### src/rtl/alu_fwd_hazard_core.sv
// rtl/alu_fwd_hazard_core.sv - E-stage ALU, D-stage forwarding selects, load-use stall and stall counter
module alu_fwd_hazard_core (
  input  logic        clk,
  input  logic        rst,
  input  logic [31:0] alu_a,
  input  logic [31:0] alu_b,
  input  logic [4:0]  shamt,
  input  logic [4:0]  alu_op,
  output logic [31:0] alu_result,
  output logic        alu_zero,
  input  logic [4:0]  rs_d,
  input  logic [4:0]  rt_d,
  input  logic [5:0]  opcode_d,
  input  logic        regwrite_e,
  input  logic        memtoreg_e,
  input  logic        memread_e,
  input  logic [4:0]  write_reg_e,
  input  logic        regwrite_m,
  input  logic        memtoreg_m,
  input  logic [4:0]  write_reg_m,
  input  logic        regwrite_w,
  input  logic        datac_w,
  input  logic [4:0]  write_reg_w,
  output logic [2:0]  asrc,
  output logic [2:0]  bsrc,
  output logic        stall,
  output logic [31:0] stall_cnt
);

  localparam logic [4:0] OP_ADD   = 5'd0;
  localparam logic [4:0] OP_SUB   = 5'd1;
  localparam logic [4:0] OP_AND   = 5'd2;
  localparam logic [4:0] OP_OR    = 5'd3;
  localparam logic [4:0] OP_XOR   = 5'd4;
  localparam logic [4:0] OP_NOR   = 5'd5;
  localparam logic [4:0] OP_SLT   = 5'd6;
  localparam logic [4:0] OP_SLTU  = 5'd7;
  localparam logic [4:0] OP_LUI   = 5'd8;
  localparam logic [4:0] OP_PASSB = 5'd9;
  localparam logic [4:0] OP_SLL   = 5'd10;
  localparam logic [4:0] OP_SRL   = 5'd11;
  localparam logic [4:0] OP_SRA   = 5'd12;

  localparam logic [5:0] OPC_RTYPE = 6'b000000;
  localparam logic [5:0] OPC_J     = 6'b000010;
  localparam logic [5:0] OPC_JAL   = 6'b000011;
  localparam logic [5:0] OPC_BEQ   = 6'b000100;
  localparam logic [5:0] OPC_BNE   = 6'b000101;
  localparam logic [5:0] OPC_SW    = 6'b101011;

  logic        rs_hit;
  logic        rt_hit;
  logic [31:0] stall_cnt_q;

  // Priority-ordered forwarding source for one D-stage source register.
  // Youngest producer wins; E-stage loads are skipped because their data
  // does not exist yet (the stall covers that case). Register 0 is hardwired.
  function automatic logic [2:0] fwd_sel(
    input logic [4:0] x,
    input logic       rw_e,
    input logic       mtr_e,
    input logic [4:0] wr_e,
    input logic       rw_m,
    input logic       mtr_m,
    input logic [4:0] wr_m,
    input logic       rw_w,
    input logic       dc_w,
    input logic [4:0] wr_w
  );
    logic [2:0] sel;
    sel = 3'b000;
    if (x == 5'd0)                             sel = 3'b000;
    else if (rw_e && !mtr_e && (wr_e == x))    sel = 3'b001;
    else if (rw_m && !mtr_m && (wr_m == x))    sel = 3'b011;
    else if (rw_m &&  mtr_m && (wr_m == x))    sel = 3'b010;
    else if (rw_w &&  dc_w  && (wr_w == x))    sel = 3'b101;
    else if (rw_w && !dc_w  && (wr_w == x))    sel = 3'b100;
    return sel;
  endfunction

  // ALU result selection; unused op codes produce zero.
  always_comb begin
    alu_result = 32'd0;
    case (alu_op)
      OP_ADD:   alu_result = alu_a + alu_b;
      OP_SUB:   alu_result = alu_a - alu_b;
      OP_AND:   alu_result = alu_a & alu_b;
      OP_OR:    alu_result = alu_a | alu_b;
      OP_XOR:   alu_result = alu_a ^ alu_b;
      OP_NOR:   alu_result = ~(alu_a | alu_b);
      OP_SLT:   alu_result = {31'd0, ($signed(alu_a) < $signed(alu_b))};
      OP_SLTU:  alu_result = {31'd0, (alu_a < alu_b)};
      OP_LUI:   alu_result = {alu_b[15:0], 16'd0};
      OP_PASSB: alu_result = alu_b;
      OP_SLL:   alu_result = alu_b << shamt;
      OP_SRL:   alu_result = alu_b >> shamt;
      OP_SRA:   alu_result = $unsigned($signed(alu_b) >>> shamt);
      default:  alu_result = 32'd0;
    endcase
  end

  assign alu_zero = (alu_result == 32'd0);

  // Operand-source selects for the decode-stage A (rs) and B (rt) muxes.
  always_comb begin
    asrc = fwd_sel(rs_d, regwrite_e, memtoreg_e, write_reg_e,
                   regwrite_m, memtoreg_m, write_reg_m,
                   regwrite_w, datac_w, write_reg_w);
    bsrc = fwd_sel(rt_d, regwrite_e, memtoreg_e, write_reg_e,
                   regwrite_m, memtoreg_m, write_reg_m,
                   regwrite_w, datac_w, write_reg_w);
  end

  // Load-use detection: rs is ignored for jumps, rt only matters for
  // instructions that actually read it in D (R-type, SW, BEQ, BNE).
  always_comb begin
    rs_hit = (write_reg_e == rs_d) && (opcode_d != OPC_J) && (opcode_d != OPC_JAL);
    rt_hit = (write_reg_e == rt_d) &&
             ((opcode_d == OPC_RTYPE) || (opcode_d == OPC_SW) ||
              (opcode_d == OPC_BEQ)   || (opcode_d == OPC_BNE));
    stall  = memread_e && regwrite_e && (write_reg_e != 5'd0) && (rs_hit || rt_hit);
  end

  // Stall cycle counter; wraps naturally at 2^32.
  always_ff @(posedge clk or posedge rst) begin
    if (rst)        stall_cnt_q <= 32'd0;
    else if (stall) stall_cnt_q <= stall_cnt_q + 32'd1;
  end

  assign stall_cnt = stall_cnt_q;

endmodule

### config.mk
export PLATFORM = sky130hd
export DESIGN_NAME = alu_fwd_hazard_core
export DESIGN_NICKNAME = d
export VERILOG_FILES = /design/src/rtl/alu_fwd_hazard_core.sv
export SDC_FILE = /design/constraint.sdc
export NUM_CORES = 1
export LEC_CHECK = 0
export ABC_CLOCK_PERIOD_IN_PS = 11100
export BUFFER_PORTS_ARGS = -buffer_cell sky130_fd_sc_hd__buf_2
export CORE_MARGIN = 4
export CORE_UTILIZATION = 50
export CTS_BUF_LIST = sky130_fd_sc_hd__clkbuf_4
export DETAILED_ROUTE_END_ITERATION = 12
export HOLD_SLACK_MARGIN = 0.06
export PLACE_DENSITY = 0.7
export SYNTH_ARGS = -nofsm -noshare
export SYNTH_HDL_FRONTEND = slang
export SYNTH_SLANG_ARGS = --single-unit
### constraint.sdc
create_clock -name clk -period 11.1 [get_ports clk]
set_clock_uncertainty 0.1 [all_clocks]
set_input_delay 2.22 -clock clk [delete_from_list [all_inputs] [get_ports clk]]
set_output_delay 2.22 -clock clk [all_outputs]
set_load 0.03 [all_outputs]
; After elaboration in Yosys (flattened, before gate mapping)
; Cells that the tools add are included.
[op_classes]
eq_ne = 23
n_shift = 3
n_lt_le_gt_ge = 2
reduce_logical = 34
add_sub_neg = 3
mux = 13
bitwise_logic = 4
[op_table]
columns = op, count
row1 = one-hot mux 32 bit (13 select lines), 1
row2 = less-than comparator 32 bit, 2
row3 = two-way mux 3 bit, 12
row4 = "adder 32 x 1 -> 32 bit, second input constant", 1
row5 = adder 32 bit, 1
row6 = AND 32 bit, 1
row7 = zero test 32 bit, 1
row8 = inverter 32 bit, 1
row9 = OR 32 bit, 1
row10 = << shifter 32 x 5 -> 32 bit, 1
row11 = right shift 32 x 5 -> 32 bit, 1
row12 = >>> shifter 32 x 5 -> 32 bit, 1
row13 = subtractor 32 bit, 1
row14 = bitwise XOR 32 bit, 1
row15 = equality test 5 bit, 6
row16 = "equality test 5 x 4 -> 1 bit, second input constant", 5
row17 = logical AND 1 bit, 21
row18 = "equality test 5 x 3 -> 1 bit, second input constant", 4
row19 = zero test 5 bit, 3
row20 = "equality test 6 x 3 -> 1 bit, second input constant", 2
row21 = "inequality test 6 x 2 -> 1 bit, second input constant", 2
row22 = "equality test 5 x 2 -> 1 bit, second input constant", 2
row23 = "equality test 6 bit, second input constant", 1
row24 = zero test 6 bit, 1
row25 = other kinds (4), 9
[totals]
reg_bits = 32
inputBits = 114

; Longest topological paths before layout
; Gate-level depths: netlist of run 1.
[logic_depth]
depth_word = 9
ltp_mapped = 16
mapped_depth_nobuf = 14

; Worst setup path before layout of run 1
; OpenSTA, ideal clock, no wires.
[synth_timing]
path_kind = input to output
from = input port alu_b[1]
to = output port alu_zero
setup_slack_ns = 2.532
t_arrival_ns = 6.248
stages = 14
n_path_buf = 1
t_required_ns = 8.780
path_cell_list = clkbuf_1 > inv_1 > fa_1 > nand3b_1 > a211oi_1 > o21ai_0 > o211ai_1 > a41oi_1 > mux2i_1 > or3_1 > or3b_1 > or4_1 > nor4_1 > nor4b_2
[synth_via]
word_cells_on_any_way = 13
cone_classes = add/sub (2) / order compare (2) / shift (3) / mux (1) / bitwise (4) / reduce/logical (1)
[synth_rtl]
columns = element, line_no
row1 = from (decl), 6  ; input logic [31:0] alu_b,
row2 = "subtractor 32 bit, or another cell as far along", 86  ; OP_SUB: alu_result = alu_a - alu_b;
row3 = one-hot mux 32 bit (13 select lines) (*), 84  ; case (alu_op)
row4 = via alu_result[24], 9  ; output logic [31:0] alu_result,
row5 = zero test 32 bit (*), 102  ; assign alu_zero = (alu_result == 32'd0);
row6 = to (decl), 10  ; output logic alu_zero,
; The timed path passes the listed nets; every way through them passes the cells marked *.

; Final worst setup path of run 1
[layout_timing]
from = input port alu_b[10]
to = output port alu_zero
[layout_via]
elab_chain_len = 4
word_cells_on_any_way = 13
cone_classes = add/sub (2) / order compare (2) / shift (3) / mux (1) / bitwise (4) / reduce/logical (1)
[layout_lines]
columns = element, line_no
row1 = "parallel branches: the longest is 2 deep, another holds subtractor 32 bit", -
row2 = one-hot mux 32 bit (13 select lines) (*), 84
row3 = zero test 32 bit (*), 102
; Mark *: on every way between the ends.

==> run summary, run 1 <==
Status = complete, no violations
Reg-to-reg critical path startpoint = stall_cnt[4]
Buf/Inv on CP = 3
Power per Cell Area = 63.1 nW/um^2
Vias = 16,250
Die height = 171 um
Worst hold slack = 379 ps
Largest stage delay, worst path = 700 ps
YS warnings = 0
Tmin final = 9810 ps
Critical path cell sequence = buf_2 -> inv_1 -> ha_1 -> nand2_1 -> o21ai_0 -> a31oi_1 -> o211ai_1 -> a41oi_1 -> mux2i_1 -> or3_1 -> or3b_1 -> or4_1 -> nor4_1 -> nor4b_2 -> buf_2
Kind of critical path = in2out
Post-Synth Adder-Cell Area = 10.7%
Post-Syn Area = 13,200 um^2
CTS H-tree lvls = 2
Initial antenna violation count = 2
RSZ-0062 raised after global routing = no
Hold Crit Class = reg2reg
Yosys cell types = 97
Row Count = 59
DR DRC count = 0
Post-synthesis sequential area ratio = 6.05%
Hold_buf cts = 0
Worst setup endpoint = alu_zero
Slew of the pin with the lowest slew margin = 1120 ps
Root Driver = clkbuf_4
R2R cell count = 8
DRC marker count from the first detailed-route iteration = 2,978
P_leak = 6.16 nW
Critical path's most frequent cell = buf_2
Finish-stage setup viols = 0
Pre-Repair DR Iteration Count = 6
Final wirelength = 65,100 um
Final period util = 88.4%
Post-route insts no fill = 2,199
Antenna-violating nets left = 0
Number of synthesized register bits = 32
Ports = 186
Max FO, Critical Path = 15
Slowest-stage cell, CP = ha_1
Chip Width = 171 um
Clk sinks = 32
Fill count = 2,661
Layout Nets = 2,086
Maximum vdd drop = 0.0606 mV
Placed Instances = 2,188
Compound-gate portion of the synthesized area = 29.7%
Top Family by Delay on Critical Path = simple AND/OR/NAND/NOR gates
RePlAce Congestion = 1.14
GRT Util Overall = 42.8%
WP data required = 8780 ps
Clock Path Buffers = 2
R2R Path End = stall_cnt[29]
Top post-synthesis cells by area = mux4_2 (12%), ha_1 (10%), dfrtp_1 (6.1%), nand2_1 (5.1%), a21oi_1 (4.7%)
Startpoint Class = primary input
Cell count along the critical path = 15
Buffers on Ports = 185
Layout cells sized above 1 = 18.9%
First-pass GRT wire length = 95,900 um
Syn Nets = 2,024
Initial core utilization = 50.8%
Top_reg_cell synth = dfrtp_1
Largest family of logic cells by synthesized area = compound AO/OA/AOI/OAI gates
Post-synth EDFFs = 0
Worst EP arrival = 7490 ps
Syn Area/Cell = 7.36 um^2
Max Slew Vio Count = 0
Post-Synth Simple-Gate Area = 23.0%
Max Clk Rate = 102 MHz
Vias/cell = 7.39
Post-Synth XOR/XNOR Area = 4.43%
WL per Instance = 29.6 um
Syn Inst Count = 1,798
Slew HR = 25.2%
CP endpoint kind = output pin
Max_cap viols = 0
Synth top area share = 11.6%
Count leader, synth = nand2_1
Mux contribution to synthesized area = 17.7%
Cell taking the most area after synthesis = mux4_2
Vias in the first global route = 14,991
Area growth syn-to-layout = 7.23%
Final hold violations = 0
Die area = 29,100 um^2
Clock Pin Slew Worst Setup and Hold Paths = 110 ps
Area of the multi-input gates = 11,300 um^2
Setup TNS Final = 0 ps
Clk_lat worst skew = 360 ps
Post-synth ARST share = 100%
Max reg flops = 32
Reg area = 801 um^2
Detail Placement HPWL = 50,000 um
Largest net degree at the start of global routing = 67
Most frequent cells after synthesis = nand2_1 (181), a21oi_1 (124), nor2_1 (124)
CP startpoint = alu_b[10]
Global route overflow = 0
Num CTS Buffers = 5
Post-CTS setup buffer count = 0
R2r setup slk = 8560 ps
CTS tree = done
Core Region = 26,100 um^2
CTS resizes = 0
report_power, final:
| part | leakage (nW) | total, mW | switching, mW | internal (mW) |
|---|---|---|---|---|
| Combinational | 5.67 | 0.679 | 0.450 | 0.228 |
| Sequential | 0.441 | 0.122 | 0.00293 | 0.119 |
| Clock | 0.0457 | 0.0947 | 0.0450 | 0.0496 |
worst register-to-register path: cells and delay by family, from the launching register on:
kind             cells  cell delay [ps]
AND/OR/NAND/NOR      7             1760
flip-flops           1              440
XOR/XNOR             1              170
placed cells by master (no fill, tap or decap), types with 53 or more instances in the layout:
| master | n |
|---|---|
| nand2_1 | 181 |
| a21oi_1 | 124 |
| nor2_1 | 123 |
| mux2i_1 | 53 |
| mux4_2 | 68 |
| buf_2 | 183 |
| ha_1 | 110 |
| inv_1 | 107 |
| o21ai_0 | 84 |
| nand3_1 | 66 |
kinds of logic after synthesis:
group                    after synthesis
flip-flops                            32
buffers and inverters                268
adder cells (fa/ha/maj)              112
AND/OR/NAND/NOR                      613
XOR/XNOR                              67
multiplexers                         146
AO/OA/AOI/OAI                        560
per-layer routing:
layer | wire length, um | track usage (%) | up-vias | share of wire, %
met1 | 24900 | 59.0 | 7613 | 38
met2 | 26200 | 61.1 | 1461 | 40
met4 | 4300 | 20.2 | 0 | 6.6
li1 | - | - | 6914 | -
met3 | 9740 | 12.8 | 262 | 15
met5 | 0 | 0 | - | 0
stage by stage:
| step | total power [mW] | setup slack (ps) | utilization [%] | instance area, um^2 |
|---|---|---|---|---|
| after floorplan | 0.565 | 2530 | - | 13200 |
| after global placement | 0.767 | 1560 | 54.1 | 14100 |
| after detailed placement | 0.772 | 1640 | 54.1 | 14100 |
| after CTS | 0.868 | 1590 | 54.4 | 14200 |
| after global routing | 0.936 | 1260 | 54.4 | 14200 |
| final | 0.895 | 1290 | 54.5 | 14200 |
area by class of cell:
class	count	area share, %
multi-input cells	1498	79.9
repair buffers	211	7.93
flip-flops and latches	32	5.64
inverters	112	2.96
well taps	335	2.95
clock buffers	6	0.317
clock inverters	2	0.247
diodes	3	0.0529
worst min-delay path by stage:
stage                             start       endpoint  slack (ps)  cells after the start
after CTS                 stall_cnt[31]  stall_cnt[31]         380                      1
final                     stall_cnt[31]  stall_cnt[31]         380                      1
after global routing      stall_cnt[31]  stall_cnt[31]         420                      1
after detailed placement  stall_cnt[31]  stall_cnt[31]         360                      1
after floorplan           stall_cnt[31]  stall_cnt[31]         550                      1
after global placement    stall_cnt[31]  stall_cnt[31]         350                      1
Note: power is estimated with default switching activity, not from simulation.
==> inputs of run 2 (changes only) <==
Settings changed: ABC_CLOCK_PERIOD_IN_PS 11100 to 9200, RECOVER_POWER from default to 50.
Clock period 11.1 ns to 9.2 ns, I/O delays scaled along.
==> run 2 against run 1 <==
  * The run now ends with max-capacitance violations, max-slew violations left
  * Total power rose by 20%
  * Clock power fell by 8.0%
  * Sequential power rose by 21%
  * Largest cell class unchanged
  * Worst setup slack got worse by 840 ps
  * Die area did not move
  * Cell count rose by 1.7%
  * Final area rose by 1.6%
==> run summary, run 2 (synthesis gave the netlist of run 1 again) <==
Die height = 171 um
CTS resizes = 0
Area of the multi-input gates = 11,300 um^2
Clock Path Buffers = 2
R2R Path End = stall_cnt[25]
Reg area = 801 um^2
Die area = 29,100 um^2
Root Driver = clkbuf_4
Row Count = 59
Buffers on Ports = 185
Hold Path End = stall_cnt[31]
Final hold violations = 0
Core Region = 26,100 um^2
CTS tree = done
Hold depth = 1
Reg-to-reg critical path startpoint = stall_cnt[4]
Metal2 WL = 27,000 um
Pre-Repair DR Iteration Count = 7
Max Slew Vio Count = 33
Top sig layer = met5
Met3 WL post-DR = 10,300 um
Failing checks = max-capacitance violations, max-slew violations
CTS H-tree lvls = 2
Maximum vdd drop = 0.0576 mV
Kind of critical path = in2out
Global route overflow = 0
Area growth syn-to-layout = 8.90%
Slew of the pin with the lowest slew margin = 1820 ps
Clk sinks = 32
Fill count = 2,641
Switching power = 0.616 mW
Clk_lat worst skew = 350 ps
Detail Placement HPWL = 52,000 um
Metal-1 WL = 25,200 um
RSZ-0062 raised after global routing = no
Initial antenna violation count = 1
Combinational Power Share = 78.2%
Hold Crit Class = reg2reg
Startpoint Class = primary input
Final period util = 95.1%
Layout Nets = 2,123
Clock network power share = 8.1%
Num CTS Buffers = 5
Status = finished, violations left
RePlAce Congestion = 1.14
Switching share of power = 57.3%
Max FO, Critical Path = 12
Initial core utilization = 50.8%
Max_cap viols = 1
Power per Cell Area = 74.6 nW/um^2
P_leak = 6.18 nW
Vias = 16,808
Layout cells sized above 1 = 18.7%
GRT Util Overall = 43.6%
Post-CTS setup buffer count = 0
R2r setup slk = 6730 ps
WP data required = 7260 ps
Slew HR = -21.3%
Setup TNS Final = 0 ps
R2R cell count = 8
Min setup slack post-route = 449 ps
Max reg flops = 32
DRC marker count from the first detailed-route iteration = 3,082
Hold_sp = stall_cnt[31]
Vias in the first global route = 15,256
Post-Place Setup Slack = 735 ps
DR DRC count = 0
Hold_buf cts = 0
Reg power frac = 13.7%
Most frequent cells in the layout = nand2_1 (181), buf_2 (150), a21oi_1 (124), nor2_1 (123), ha_1 (110)
Commonest non-fill, non-tap cell in the layout = nand2_1
P_int = 0.459 mW
Antenna-violating nets left = 0
Final wirelength = 66,700 um
Ports = 186
Vias/cell = 7.52
Tmin final = 8750 ps
Finish-stage setup viols = 0
Max Clk Rate = 114 MHz
CP endpoint kind = output pin
First-pass GRT wire length = 97,900 um
WL per Instance = 29.8 um
Largest net degree at the start of global routing = 53
Clock Pin Slew Worst Setup and Hold Paths = 130 ps
Worst EP arrival = 6810 ps
Chip Width = 171 um
## run 2: cell types whose count changed in the layout (fill, tap and decap cells not counted), sizes merged
cell,change
clkbuf,+33
buf,+3
clkinvlp,+2
bufinv,-1
## run 2: area by class of cell
| class | instances | area share, % |
|---|---|---|
| flip-flops and latches | 32 | 5.56 |
| diodes | 3 | 0.0521 |
| clock inverters | 3 | 0.165 |
| clock buffers | 5 | 0.260 |
| repair buffers | 248 | 9.51 |
| inverters | 112 | 2.92 |
| well taps | 335 | 2.91 |
| multi-input cells | 1498 | 78.6 |
## run 2: layer usage
| layer | global-route usage, % | up-vias |
|---|---|---|
| li1 | - | 6976 |
| met1 | 60.0 | 7907 |
| met2 | 63.4 | 1606 |
| met3 | 12.7 | 317 |
| met4 | 19.1 | 2 |
| met5 | 1.51 | - |
## run 2: worst max-delay path by stage
stage / start / end / slack (ps) / cells past startpoint
final: alu_b[0] / alu_zero / 450 / 17
after CTS: alu_b[8] / alu_zero / 710 / 15
after global placement: alu_b[8] / alu_zero / 690 / 15
after detailed placement: alu_b[0] / alu_zero / 730 / 17
after floorplan: alu_b[1] / alu_zero / 1390 / 14
after global routing: alu_b[0] / alu_zero / 280 / 17
## run 2: per-stage QoR
step           total power, mW  cells  hold slack, ps  cell area (um^2)  util [%]
6_report                  1.08   2236             382             14400      55.3
5_1_grt                   1.12   2234             413             14400      55.3
4_1_cts                   1.04   2233             383             14500      55.5
3_5_place_dp             0.950   2225             364             14400      55.2
3_3_place_gp             0.947   2225             358             14400      55.2
2_1_floorplan            0.682   1798             549             13200         -
## run 2: worst max-delay path: stages
cell	delay (ps)
buf_2	240
ha_1	260
inv_1	70
fa_1	430
nand3b_1	240
a211oi_1	590
nor2_1	210
a221o_1	390
o21ai_0	360
nand4_1	240
nand4bb_1	250
nor4_1	560
nand4b_1	260
nor4_1	300
buf_4	170
nor4b_2	170
buf_2	230
## run 2: power groups by stage
stage          combinational [mW]  clock (mW)  sequential, mW
5_1_grt                     0.875      0.0967           0.148
4_1_cts                     0.803      0.0888           0.148
6_report                    0.840      0.0871           0.148
3_3_place_gp                0.798           0           0.150
3_5_place_dp                0.800           0           0.150
2_1_floorplan               0.526           0           0.156
